<file path="config.mk">
export PLATFORM = sky130hd
export DESIGN_NAME = craps_engine
export DESIGN_NICKNAME = d
export VERILOG_FILES = /design/src/rtl/craps_pkg.sv /design/src/rtl/craps_sat_counter.sv /design/src/rtl/craps_engine.sv
export SDC_FILE = /design/constraint.sdc
export NUM_CORES = 1
export LEC_CHECK = 0
export ABC_CLOCK_PERIOD_IN_PS = 4300
export CORE_MARGIN = 1
export CORE_UTILIZATION = 40
export CTS_CLUSTER_SIZE = 8
export DETAILED_ROUTE_END_ITERATION = 12
export PLACE_DENSITY = 0.74
export SETUP_SLACK_MARGIN = 0.2
export SLEW_MARGIN = 25
export SYNTH_ARGS = -nofsm -noshare
export SYNTH_HDL_FRONTEND = slang
export SYNTH_SLANG_ARGS = --single-unit
</file>
<file path="constraint.sdc">
create_clock -name clk -period 4.3 [get_ports clk]
set_input_delay 0.645 -clock clk [delete_from_list [all_inputs] [get_ports clk]]
set_output_delay 0.645 -clock clk [all_outputs]
set_load 0.1 [all_outputs]
</file>
<file path="src/rtl/craps_pkg.sv">
// Shared definitions for the craps engine: state encoding and the dice totals
// that decide a come-out or point roll.
package craps_pkg;

  typedef enum logic [1:0] {
    ST_INIT  = 2'b00,
    ST_POINT = 2'b01,
    ST_WIN   = 2'b10,
    ST_LOSE  = 2'b11
  } state_t;

  localparam int ROLL_2  = 2;
  localparam int ROLL_3  = 3;
  localparam int ROLL_7  = 7;
  localparam int ROLL_11 = 11;
  localparam int ROLL_12 = 12;

  // Two dice can only total 2..12; anything else is a malformed strobe.
  function automatic logic roll_in_range(input int sum);
    return (sum >= ROLL_2) && (sum <= ROLL_12);
  endfunction

endpackage

</file>
<file path="src/rtl/craps_sat_counter.sv">
// Saturating up-counter with synchronous clear (highest priority) and load-one.
// Used for the win/loss tallies and the per-round roll count.
module sat_counter #(
  parameter int WIDTH = 8
) (
  input  logic             clk,
  input  logic             reset,
  input  logic             i_clr,
  input  logic             i_set,
  input  logic             i_inc,
  output logic [WIDTH-1:0] o_count
);

  logic [WIDTH-1:0] r_count;

  // NOTE: registers are written with <= so every flop samples pre-edge values.
  always_ff @(posedge clk or posedge reset) begin
    if (reset) begin
      r_count <= '0;
    end else if (i_clr) begin
      r_count <= '0;
    end else if (i_set) begin
      r_count <= {{(WIDTH-1){1'b0}}, 1'b1};
    end else if (i_inc && !(&r_count)) begin
      r_count <= r_count + 1'b1;
    end
  end

  assign o_count = r_count;

endmodule

</file>
<file path="src/rtl/craps_engine.sv">
// Craps round engine: come-out/point rules, optional point-phase roll limit,
// one-cycle result and error pulses, and saturating statistics.
module craps_engine
  import craps_pkg::*;
#(
  parameter int SUM_W     = 4,
  parameter int CNT_W     = 8,
  parameter int MAX_ROLLS = 0
) (
  input  logic             clk,
  input  logic             reset,
  input  logic             roll_valid,
  input  logic [SUM_W-1:0] roll_sum,
  input  logic             clear_stats,
  output logic [1:0]       state,
  output logic [SUM_W-1:0] point,
  output logic             point_valid,
  output logic             result_valid,
  output logic             result_win,
  output logic             roll_err,
  output logic [CNT_W-1:0] wins,
  output logic [CNT_W-1:0] losses,
  output logic [CNT_W-1:0] roll_count
);

  state_t           r_state;
  logic [SUM_W-1:0] r_point;
  logic             r_point_valid;
  logic             r_result_valid;
  logic             r_result_win;
  logic             r_roll_err;

  state_t w_next_state;
  logic   w_res, w_res_win, w_err, w_cnt_set, w_cnt_inc, w_latch_point;
  logic   w_timeout;
  int     w_sum, w_cnt, w_cnt_next;

  assign w_sum      = int'(roll_sum);
  assign w_cnt      = int'(roll_count);
  assign w_cnt_next = (&roll_count) ? w_cnt : w_cnt + 1;
  assign w_timeout  = (MAX_ROLLS != 0) && (w_cnt_next == MAX_ROLLS);

  // NOTE: every signal gets a default first so this block never infers a latch.
  always_comb begin
    w_next_state  = r_state;
    w_res         = 1'b0;
    w_res_win     = 1'b0;
    w_err         = 1'b0;
    w_cnt_set     = 1'b0;
    w_cnt_inc     = 1'b0;
    w_latch_point = 1'b0;
    if (roll_valid) begin
      if (!roll_in_range(w_sum)) begin
        w_err = 1'b1;
      end else if (r_state != ST_POINT) begin
        // INIT, WIN and LOSE all treat the roll as a fresh come-out.
        w_cnt_set = 1'b1;
        if (w_sum == ROLL_7 || w_sum == ROLL_11) begin
          w_next_state = ST_WIN;
          w_res        = 1'b1;
          w_res_win    = 1'b1;
        end else if (w_sum == ROLL_2 || w_sum == ROLL_3 || w_sum == ROLL_12) begin
          w_next_state = ST_LOSE;
          w_res        = 1'b1;
        end else begin
          w_next_state  = ST_POINT;
          w_latch_point = 1'b1;
        end
      end else if (roll_sum == r_point) begin
        w_next_state = ST_WIN;
        w_res        = 1'b1;
        w_res_win    = 1'b1;
      end else if (w_sum == ROLL_7) begin
        w_next_state = ST_LOSE;
        w_res        = 1'b1;
      end else begin
        // Only non-resolving point rolls advance the count and can time out.
        w_cnt_inc = 1'b1;
        if (w_timeout) begin
          w_next_state = ST_LOSE;
          w_res        = 1'b1;
        end
      end
    end
  end

  always_ff @(posedge clk or posedge reset) begin
    if (reset) begin
      r_state        <= ST_INIT;
      r_point        <= '0;
      r_point_valid  <= 1'b0;
      r_result_valid <= 1'b0;
      r_result_win   <= 1'b0;
      r_roll_err     <= 1'b0;
    end else begin
      r_state        <= w_next_state;
      r_point_valid  <= (w_next_state == ST_POINT);
      r_result_valid <= w_res;
      r_roll_err     <= w_err;
      if (w_latch_point) r_point      <= roll_sum;
      if (w_res)         r_result_win <= w_res_win;
    end
  end

  sat_counter #(.WIDTH(CNT_W)) u_wins (
    .clk(clk), .reset(reset), .i_clr(clear_stats), .i_set(1'b0),
    .i_inc(w_res & w_res_win), .o_count(wins)
  );

  sat_counter #(.WIDTH(CNT_W)) u_losses (
    .clk(clk), .reset(reset), .i_clr(clear_stats), .i_set(1'b0),
    .i_inc(w_res & ~w_res_win), .o_count(losses)
  );

  sat_counter #(.WIDTH(CNT_W)) u_roll_count (
    .clk(clk), .reset(reset), .i_clr(1'b0), .i_set(w_cnt_set),
    .i_inc(w_cnt_inc), .o_count(roll_count)
  );

  assign state        = r_state;
  assign point        = r_point;
  assign point_valid  = r_point_valid;
  assign result_valid = r_result_valid;
  assign result_win   = r_result_win;
  assign roll_err     = r_roll_err;

endmodule

</file>
# After elaboration in Yosys (flattened, before gate mapping)
# Cells that the tools add are included.
# totals
regBits	34
output_inout_bits	34
wordCells	81
# classes
addsub	3
n_lt_le_gt_ge	2
eq_ne	8
n_mux	40
bitwise	3
n_reduce_logical	16
# ops
cell	count
8-bit 2-to-1 mux	6
1-bit 2-to-1 mux	27
8-bit by 1-bit adder with 8-bit output (second input constant)	3
8-bit AND reduction	3
2-bit 2-to-1 mux	7
4-bit by 3-bit == test with 1-bit output (second input constant)	3
4-bit == test (second input constant)	2
2-bit nonzero test	3
4-bit == test	1
4-bit by 2-bit >= comparator with 1-bit output (second input constant)	1
4-bit less-or-equal comparator (second input constant)	1
1-bit logical AND	4
1-bit logical NOT	3
1-bit logical OR	3
1-bit AND	2
2-bit by 1-bit == test with 1-bit output (second input constant)	1
2-bit by 1-bit != test with 1-bit output (second input constant)	1
1-bit inverter	1

# Longest topological paths before layout
# Gate-level depths: netlist (run 1).
# logic_depth
depth_word	12
depth_mapped	8

# Modules after synthesis
# From an unflattened synthesis (run 1), not the netlist that was laid out.
# unflattened
hier_cells	207
area_unflattened_um2	1975.6
# modules_own_cells
module	n_inst	cells_each	area_per_inst_um2	seq_area_each_um2
sat_counter	3	51	471.7	200.2
craps_engine	1	54	560.5	250.2

# Worst setup path after synthesis (run 1)
# No wires, ideal clock.
# synth_path
path_kind	register to register
start	register u_losses.r_count[0], in the netlist u_losses.o_count[0]
end	register u_losses.r_count[6], in the netlist u_losses.o_count[6]
setup_ps	77
arrival_time_ps	2411
setup_slack_ps	1812
path_stages_with_launch	9
path_cell_list	dfrtp_1 ha_1 and3_1 and3_1 a211oi_2 nand3_2 buf_6 or3_1 a21oi_1
# synth_via
elab_chain_len	4
elab_cells_between_ends	7
classes_between	1 x add/sub; 2 x mux; 4 x reduce/logical
# synth_lines
item	line	source
from (decl)	craps_sat_counter.sv:14	logic [WIDTH-1:0] r_count;
from (signal assigned)	craps_sat_counter.sv:23	r_count <= {{(WIDTH-1){1'b0}}, 1'b1};
from (signal assigned)	craps_sat_counter.sv:25	r_count <= r_count + 1'b1;
parallel branches: the longest is 4 deep, another holds 8-bit by 1-bit adder with 8-bit output	--	
# Parallel ways; which one is timed is not known. The select of a mux whose other input is x is not followed.
# A chain may end at the register's enable or synchronous reset.

# Final worst setup path (run 1)
# layout_path
start	input roll_sum[3]
end	register u_wins.r_count[1], in the netlist u_wins.o_count[1]
# layout_via
elab_chain_len	11
elab_cells_between_ends	27
classes_between	2 x order compare; 6 x eq/ne; 12 x mux; 1 x bitwise; 6 x reduce/logical
# layout_lines
item	line	source
from (decl)	craps_engine.sv:13	input logic [SUM_W-1:0] roll_sum,
4-bit by 3-bit == test with 1-bit output	craps_engine.sv:62	end else if (w_sum == ROLL_2 || w_sum == ROLL_3 || w_sum == ROLL_12) begin
1-bit logical OR (2 in series)	craps_engine.sv:62	
1-bit 2-to-1 mux	craps_engine.sv:62	
1-bit 2-to-1 mux	craps_engine.sv:58	if (w_sum == ROLL_7 || w_sum == ROLL_11) begin
1-bit 2-to-1 mux	craps_engine.sv:55	end else if (r_state != ST_POINT) begin
1-bit 2-to-1 mux	craps_engine.sv:53	if (!roll_in_range(w_sum)) begin
1-bit 2-to-1 mux	craps_engine.sv:52	if (roll_valid) begin
1-bit AND (*)	craps_engine.sv:107	.i_inc(w_res & w_res_win), .o_count(wins)
1-bit logical AND (*)	craps_sat_counter.sv:24	end else if (i_inc && !(&r_count)) begin
2-bit nonzero test (no line) (*)	--	
to (signal assigned)	craps_sat_counter.sv:23	
to (signal assigned)	craps_sat_counter.sv:25	
to (decl)	craps_sat_counter.sv:14	
# Every way passes the cells marked *; elsewhere a longest branch is shown, timed or not.

==> metrics.csv, run 1 <==
metric,value,unit
ant_nets,0,
r2r-end,u_losses.o_count[5]$_DFFE_PP0P_,
wl,3870,um
grt-ovfl-total,0,
hp-class,reg -> reg,
num_vias,1540,
p_int,0.675,mW
syn_area,1850,sq um
path_clk_slew,0.07,ns
drv_slew,0,
clkPwrFrac,0.156,
io_pins,42,
num_antenna_cells,0,
start_kind,input port,
die_h,70.0,um
dp_hpwl,2760,um
ir_worst_vdd,0.000271,V
r2r_setup_slack,2.01,ns
power_density,603,nW/um^2
tightest_slew,0.993,ns
htree_levels,2,
tns,0,ns
clock_path_buffers,2,
insertion_delay,0.29,ns
seqPwrFrac,0.305,
port_buffers,41,
antenna_found_initial,0,
drt-pass1-iter-count,4,
core_area,4380,sq um
ys_ff_latch,34,
ff2ff_path_depth,7,
avgRoutedWirePerCell,13.9,um
syn2layout_area_growth,28.2,%
start_util,0.422,
critPathMaxFanout,11,
switchingPower,0.752,mW
critPathMaxStageDelay,0.63,ns
p_leak,0.967,nW
post_cts_buffers,0,
power,1.43,mW
hold_start,state[1]$_DFF_PP0_,
timing.hold.ws,0.528,ns
cts_buffers,5,
finalClockSkew,0.00354,ns
ys_seq_area_frac,0.460,
crit_path_end_kind,register,
final_cell_mix,"clkdlybuf4s50_1, dfrtp_1, nor2_1, nand2_1, nand3_1",
swShare,0.527,
period_minus_slack,2.91,ns
yosysWarningCount,0,
synth_ff_type,dfrtp_1,
grt_start_max_net_pins,19,
die_area,4900,sq um
grt_use_total,0.175,
fin_util,0.540,
cp.required,4.45,ns
synthCells,184,
final.setup.worst_slack,1.39,ns
drcViolationCount,0,
synthArstFlopShare,1.00,
grt_pass1_wl,6720,um
nets,238,
arrival,3.07,ns
rows,24,
hold_path_depth,1,
grt_pass1_vias,1411,
cp_cell_sequence,"clkdlybuf4s50_1, or3_1, and4_1, a22oi_1, or2b_1, mux2i_1, nor2_1",
p_comb_frac,0.539,
cts_hold_buffers,0,
synthDistinctLibCells,48,
drive_above_1_share,0.0925,
drv_cap,0,
syn-num-nets,195,
cts-resized-gates,0,
slew_headroom,0.336,
cp_slowest_cell,a22oi_1,
syn_area_per_cell,10.0,sq um
fmax,343,MHz
dieWidth,70.0,um
rsz0062_at_grt,no,
status,completed,
place_ws,1.12,ns
layout_commonest_cell,clkdlybuf4s50_1,
cts_sinks,34,
gp_congestion,0.767,
root_buffer,clkbuf_8,
setup_viol,0,
r2r_start,u_losses.o_count[0]$_DFFE_PP0P_,
cts_tree,built,
min_to,state[1]$_DFF_PP0_,
period_share,0.678,
hold_viol,0,
synth_edf_count,0,
vias_per_cell,5.52,
path_class,in -> reg,
n_fill_cell,416,
drt_iter0_markers,69,
[state kept, by name, indices dropped and copies added, names as in the netlist]
name / count
result_win: 1
roll_err: 1
state: 2
u_losses.o_count: 8
result_valid: 1
u_roll_count.o_count: 8
point: 4
u_wins.o_count: 8
point_valid: 1
[worst max-delay path by stage]
| stage | depth (start not counted) | endpoint | from | slack [ns] |
|---|---|---|---|---|
| 4_1_cts | 7 | u_wins.o_count[1]$_DFFE_PP0P_ | roll_sum[3] | 1.41 |
| 6_report | 7 | u_wins.o_count[1]$_DFFE_PP0P_ | roll_sum[3] | 1.39 |
| 2_1_floorplan | 8 | u_losses.o_count[6]$_DFFE_PP0P_ | u_losses.o_count[0]$_DFFE_PP0P_ | 1.81 |
| 3_3_place_gp | 7 | u_wins.o_count[1]$_DFFE_PP0P_ | roll_sum[3] | 1.19 |
| 3_5_place_dp | 7 | u_wins.o_count[1]$_DFFE_PP0P_ | roll_sum[3] | 1.12 |
| 5_1_grt | 7 | u_wins.o_count[1]$_DFFE_PP0P_ | roll_sum[3] | 1.21 |
[per-stage QoR]
| step | std cells | instance area (sq um) |
|---|---|---|
| CTS | 279 | 2370 |
| finish | 279 | 2370 |
| floorplan | 184 | 1850 |
| global placement | 272 | 2290 |
| detailed placement | 272 | 2290 |
| global route | 279 | 2370 |
[cell type report]
class,count,area [sq um],area share
sequential,34,851,0.359
multi-input combinational,141,945,0.399
inverter,3,11.3,0.00475
clock inverter,2,10.0,0.00423
tap,52,65.1,0.0275
clock buffer,5,68.8,0.0291
timing repair buffer,42,418,0.176
[cells in the mapped netlist (2+ instances only)]
cell,n,area share
dfrtp_1,34,0.46
nor3_1,2,0.0054
xor2_2,2,0.018
mux2_2,3,0.018
nand3b_1,2,0.0081
nand2_1,15,0.030
nand3_1,12,0.032
mux2i_1,4,0.022
or3_1,6,0.020
nand4_1,5,0.017
xor2_1,7,0.033
buf_2,3,0.0081
xnor2_1,5,0.024
or4_1,2,0.0081
buf_6,2,0.012
ha_1,3,0.020
a31oi_1,2,0.0068
nor2_1,19,0.039
and4_1,2,0.0095
nand3_2,2,0.011
a21oi_1,7,0.019
o31ai_1,3,0.012
inv_1,3,0.0061
nand2b_1,3,0.010
and3_1,4,0.014
o21ai_0,10,0.027
[worst max-delay path, delay by kind of cell]
| family | cells | cell delay, ns |
|---|---|---|
| AOI/OAI and AO/OA | 1 | 0.63 |
| buffers and inverters | 1 | 0.58 |
| muxes | 1 | 0.20 |
| and+or+nand+nor | 4 | 1.01 |
[power by group through the flow]
| stage | clock network, mW | registers, mW | logic (mW) |
|---|---|---|---|
| floorplan | 0 | 0.838 | 0.207 |
| global placement | 0 | 0.441 | 0.764 |
| detailed placement | 0 | 0.442 | 0.772 |
| CTS | 0.231 | 0.436 | 0.774 |
| global route | 0.248 | 0.444 | 0.810 |
| finish | 0.223 | 0.435 | 0.770 |
[layer usage]
layer	vias to the layer above	global-route usage	wire [um]
met2	44	0.266	1750
li1	747	-	-
met5	-	0	0
met1	743	0.235	1870
met3	6	0.0505	191
met4	0	0.0667	59
[cell families after synthesis]
logic type      count (synthesis)  synth area share
simple gates                   84             0.257
flops                          34             0.460
compound gates                 33             0.120
xor+xnor                       14            0.0745
buf+inv                         9            0.0284
mux                             7            0.0399
fa+ha+maj                       3            0.0203
Note: power is estimated with default switching activity, not from simulation.
==> run 2: changes to the inputs <==
--- a/config.mk
+++ b/config.mk
@@ -5,12 +5,12 @@
 export SDC_FILE = /design/constraint.sdc
 export NUM_CORES = 1
 export LEC_CHECK = 0
-export ABC_CLOCK_PERIOD_IN_PS = 4300
+export ABC_CLOCK_PERIOD_IN_PS = 2500
 export CORE_MARGIN = 1
 export CORE_UTILIZATION = 40
 export CTS_CLUSTER_SIZE = 8
 export DETAILED_ROUTE_END_ITERATION = 12
-export PLACE_DENSITY = 0.74
+export PLACE_DENSITY = 0.77
 export SETUP_SLACK_MARGIN = 0.2
 export SLEW_MARGIN = 25
 export SYNTH_ARGS = -nofsm -noshare
==> constraint.sdc (replaced) <==
create_clock -name clk -period 2.5 [get_ports clk]
set_input_delay 0.375 -clock clk [delete_from_list [all_inputs] [get_ports clk]]
set_output_delay 0.375 -clock clk [all_outputs]
set_load 0.1 [all_outputs]
==> metrics.csv, run 2 (synthesis gave the netlist of run 1 again) <==
metric,value,unit
cpMostUsedCell,and3_1,
period_minus_slack,2.20,ns
cp_slowest_cell,or4_1,
swShare,0.505,
p_leak,1.12,nW
htree_levels,2,
dieWidth,70.0,um
start_util,0.422,
layout_commonest_cell,buf_4,
num_vias,1570,
insertion_delay,0.29,ns
p_int,1.32,mW
num_antenna_cells,0,
tightest_slew,0.584,ns
period_share,0.879,
clkPwrFrac,0.194,
placed_cells,288,
drv_cap,0,
critPathMaxStageDelay,0.51,ns
drive_above_1_share,0.351,
nets,255,
place_ws,-0.152,ns
avgRoutedWirePerCell,13.7,um
switchingPower,1.34,mW
fin_util,0.566,
drv_slew,0,
grt_pass1_vias,1487,
setup_viol,0,
die_h,70.0,um
io_pins,42,
seqPwrFrac,0.287,
drt_iter0_markers,107,
critPathMaxFanout,5,
cp.required,2.70,ns
final_cell_mix,"buf_4, dfrtp_1, nor2_1, nand2_1, nand3_1",
cts_buffers,5,
cts_sinks,34,
slew_headroom,0.609,
status,completed,
die_area,4900,sq um
clock_path_buffers,2,
start_kind,register,
path_clk_slew,0.08,ns
p_comb_frac,0.519,
final.setup.worst_slack,0.303,ns
grt_start_max_net_pins,35,
drcViolationCount,0,
dp_hpwl,2870,um
gp_congestion,0.815,
rows,24,
crit_path_end_kind,register,
wl,4060,um
root_buffer,clkbuf_8,
syn2layout_area_growth,34.2,%
rsz0062_at_grt,no,
hp-class,in -> async,
grt-ovfl-total,0,
tns,0,ns
ir_worst_vdd,0.000433,V
cp_cell_sequence,"ha_1, and3_1, and3_1, a211oi_2, nand3_2, or4_1, a21oi_1",
fmax,455,MHz
power_density,1070,nW/um^2
core_area,4380,sq um
grt_use_total,0.175,
hold_viol,0,
cts_tree,built,
cts_hold_buffers,0,
vias_per_cell,5.29,
fin_cells,297,
grt_pass1_wl,6690,um
arrival,2.39,ns
antenna_found_initial,0,
port_buffers,41,
path_class,reg -> reg,
finalClockSkew,0.00852,ns
drt-pass1-iter-count,4,
ant_nets,0,
run 2: changes by cell type in the layout (fill, tap and decap cells not counted), sizes merged:
cell | before | now
dlygate4sd2 | 0 | 2
buf | 1 | 52
clkinv | 2 | 0
bufinv | 0 | 1
clkinvlp | 0 | 2
dlymetal6s2s | 0 | 2
clkdlybuf4s50 | 41 | 3
run 2: layout make-up:
type | count | area [sq um]
clock buffer | 5 | 68.8
clock inverter | 3 | 45.0
fill | 390 | 1900
inverter | 3 | 11.3
multi-input combinational | 141 | 965
sequential | 34 | 862
tap | 52 | 65.1
timing repair buffer | 59 | 463
run 2: metal layers:
metal / up-vias / GRT usage / wire length (um)
met1: 751 / 0.221 / 1890
met2: 41 / 0.278 / 1940
met5: - / 0 / 0
li1: 776 / - / -
met3: 2 / 0.0563 / 196
met4: 0 / 0.0667 / 33
run 2: stage by stage:
| stage | total power [mW] | instance area (sq um) | hold slack (ns) |
|---|---|---|---|
| floorplan | 1.81 | 1860 | 0.438 |
| global placement | 2.12 | 2340 | 0.498 |
| detailed placement | 2.14 | 2340 | 0.506 |
| CTS | 2.66 | 2450 | 0.502 |
| global route | 2.78 | 2480 | 0.507 |
| finish | 2.66 | 2480 | 0.482 |
run 2: path summary, 6_finish.rpt:
kind	start	end	slack, ns	cells after the start
worst max register to register	u_losses.o_count[0]$_DFFE_PP0P_	u_losses.o_count[5]$_DFFE_PP0P_	0.30	7
min in group clk	state[1]$_DFF_PP0_	state[1]$_DFF_PP0_	0.51	1
max in group asynchronous	reset	u_losses.o_count[1]$_DFFE_PP0P_	1.68	3
worst min register to register	state[1]$_DFF_PP0_	state[1]$_DFF_PP0_	0.51	1
worst min-delay path	reset	u_roll_count.o_count[4]$_DFFE_PP0P_	0.48	3
worst max-delay path	u_losses.o_count[0]$_DFFE_PP0P_	u_losses.o_count[5]$_DFFE_PP0P_	0.30	7
run 2: repair_timing:
item | CTS | global route
setup buffers | 0 | 1
pin swaps | 0 | 2
hold endpoints to repair | 0 | 0
endpoints found under the setup margin | 2 | 5
gates resized for setup | 2 | 7
run 2: power groups by stage:
stage / clock (mW) / sequential (mW) / combinational, mW
6_report: 0.516 / 0.762 / 1.38
5_1_grt: 0.556 / 0.778 / 1.45
4_1_cts: 0.526 / 0.762 / 1.37
3_5_place_dp: 0 / 0.774 / 1.36
3_3_place_gp: 0 / 0.773 / 1.35
2_1_floorplan: 0 / 1.46 / 0.356
run 2: worst max-delay path: cells and delay by family (launching register included):
| kind | cells | cell delay, ns |
|---|---|---|
| AOI/OAI and AO/OA | 2 | 0.38 |
| adders and majority gates | 1 | 0.24 |
| DFF | 1 | 0.43 |
| and+or+nand+nor | 4 | 1.06 |
==> run 3: changes to the inputs <==
--- a/config.mk
+++ b/config.mk
@@ -10,9 +10,11 @@
 export CORE_UTILIZATION = 40
 export CTS_CLUSTER_SIZE = 8
 export DETAILED_ROUTE_END_ITERATION = 12
-export PLACE_DENSITY = 0.77
+export GPL_TIMING_DRIVEN = 0
+export PLACE_DENSITY = 0.76
 export SETUP_SLACK_MARGIN = 0.2
 export SLEW_MARGIN = 25
 export SYNTH_ARGS = -nofsm -noshare
 export SYNTH_HDL_FRONTEND = slang
+export SYNTH_HIERARCHICAL = 1
 export SYNTH_SLANG_ARGS = --single-unit
==> metrics.csv, run 3 <==
metric,value,unit
avgRoutedWirePerCell,12.9,um
insertion_delay,0.29,ns
synth_area_leaders,"dfrtp_1, mux2i_1, nand2_1",
grt_pass1_vias,1542,
grt_use_total,0.173,
cts_sinks,34,
fin_cells,341,
num_antenna_cells,0,
num_vias,1810,
synthCells,207,
period_minus_slack,2.27,ns
die_area,5220,sq um
drv_cap,0,
die_h,72.3,um
finalClockSkew,0.00505,ns
rsz0062_at_grt,yes,
drcViolationCount,0,
tns,0,ns
drt-pass1-iter-count,4,
rows,25,
io_pins,42,
antenna_found_initial,0,
yosysMostFrequentCell,dfrtp_1,
syn_area,1980,sq um
placed_cells,328,
gp_congestion,0.785,
dieWidth,72.3,um
ys_seq_area_frac,0.431,
syn_area_per_cell,9.54,sq um
start_kind,register,
yosysWarningCount,6,
grt_start_max_net_pins,12,
syn2layout_area_growth,39.1,%
final_cell_mix,"dfrtp_1, clkdlybuf4s50_1, nand2_1, conb_1, a21oi_1",
status,completed,
grt_pass1_wl,7090,um
period_share,0.909,
drv_slew,0,
power_density,815,nW/um^2
p_leak,1.35,nW
stdcell_area,2750,sq um
critPathMaxFanout,5,
ys_ff_latch,34,
htree_levels,2,
nets,284,
grt-ovfl-total,0,
place_area,2540,sq um
synthTopCellsByCount,"dfrtp_1, nand2_1, a21oi_1",
root_buffer,clkbuf_8,
synthArstFlopShare,1.00,
cts_tree,built,
cp.required,2.68,ns
arrival,2.45,ns
hold_viol,0,
wl,4380,um
slew_headroom,0.350,
port_buffers,39,
yosysTopAreaCellShare,0.431,
synth_ff_type,dfrtp_1,
cts_hold_buffers,0,
r2r_setup_slack,0.23,ns
drive_above_1_share,0.182,
place_ws,-0.435,ns
yosysTopAreaCell,dfrtp_1,
timing.hold.ws,0.372,ns
hp-class,in -> reg,
drt_iter0_markers,114,
fmax,440,MHz
path_class,reg -> reg,
core_area,4720,sq um
synth_edf_count,0,
power,2.24,mW
tightest_slew,0.973,ns
cts_buffers,5,
start_util,0.418,
ir_worst_vdd,0.000506,V
synthDistinctLibCells,47,
ant_nets,0,
path_clk_slew,0.07,ns
clock_path_buffers,2,
final.setup.worst_slack,0.228,ns
crit_path_end_kind,register,
layout_commonest_cell,dfrtp_1,
vias_per_cell,5.31,
setup_viol,0,
fin_util,0.582,
dp_hpwl,3060,um
run 3: changes by cell type in the layout (fill, tap and decap cells not counted), moves of 10 or more:
cell and change:
nor2_1 -13, buf_4 -45, dlymetal6s2s_1 +11, inv_1 +10
clkdlybuf4s50_1 +19, conb_1 +16
run 3: report_power, final:
group | switching [mW] | internal [mW] | leakage [nW]
Combinational | 0.792 | 0.325 | 0.859
Clock | 0.201 | 0.193 | 0.0450
Sequential | 0.0749 | 0.654 | 0.446
Total | 1.07 | 1.17 | 1.35
run 3: worst paths after layout:
check                                startpoint                         endpoint  depth (start not counted)
max                        point[3]$_DFFE_PP0P_  u_losses/o_count[6]$_DFFE_PP0P_                          9
min                                 roll_sum[3]             point[2]$_DFFE_PP0P_                          2
max reg2reg                point[3]$_DFFE_PP0P_  u_losses/o_count[6]$_DFFE_PP0P_                          9
min reg2reg                  state[1]$_DFF_PP0_               state[1]$_DFF_PP0_                          1
max in group asynchronous                 reset             point[1]$_DFFE_PP0P_                          2
min in group asynchronous                 reset  u_losses/o_count[0]$_DFFE_PP0P_                          2
run 3: logic make-up after synthesis:
group | share of synthesized area
fa+ha+maj | 0.0190
simple gates | 0.265
other cells | 0.00190
mux | 0.0627
buf+inv | 0.0437
compound gates | 0.155
flops | 0.431
xor+xnor | 0.0222
run 3: critical path, stage by stage, from the launching register on:
cell and delay (ns):
dfrtp_4 0.48, xnor2_1 0.14, nand4_1 0.18, o311ai_2 0.13
and3b_1 0.22, buf_6 0.12, nor2b_4 0.20, nand3_4 0.11
or4_1 0.40, and3_1 0.19
run 3: timing repair:
item | CTS | global route
pin swaps | 3 | 4
endpoints found under the setup margin | 15 | 21
setup buffers | 3 | 2
resized for setup | 10 | 23
run 3: metal layers:
metal / part of all wire / global-route usage
met3: 0.050 / 0.0458
met2: 0.50 / 0.282
met4: 0.013 / 0.0588
met5: 0 / 0
met1: 0.44 / 0.223
run 3: area by class of cell:
cell class	count	area, sq um
plain buffers	3	26.3
clock buffers	6	72.6
clock inverters	2	10.0
fillers	435	1980
inverters	16	60.1
multi-input cells	169	1170
flip-flops and latches	34	871
well taps	67	83.8
repair buffers	44	454
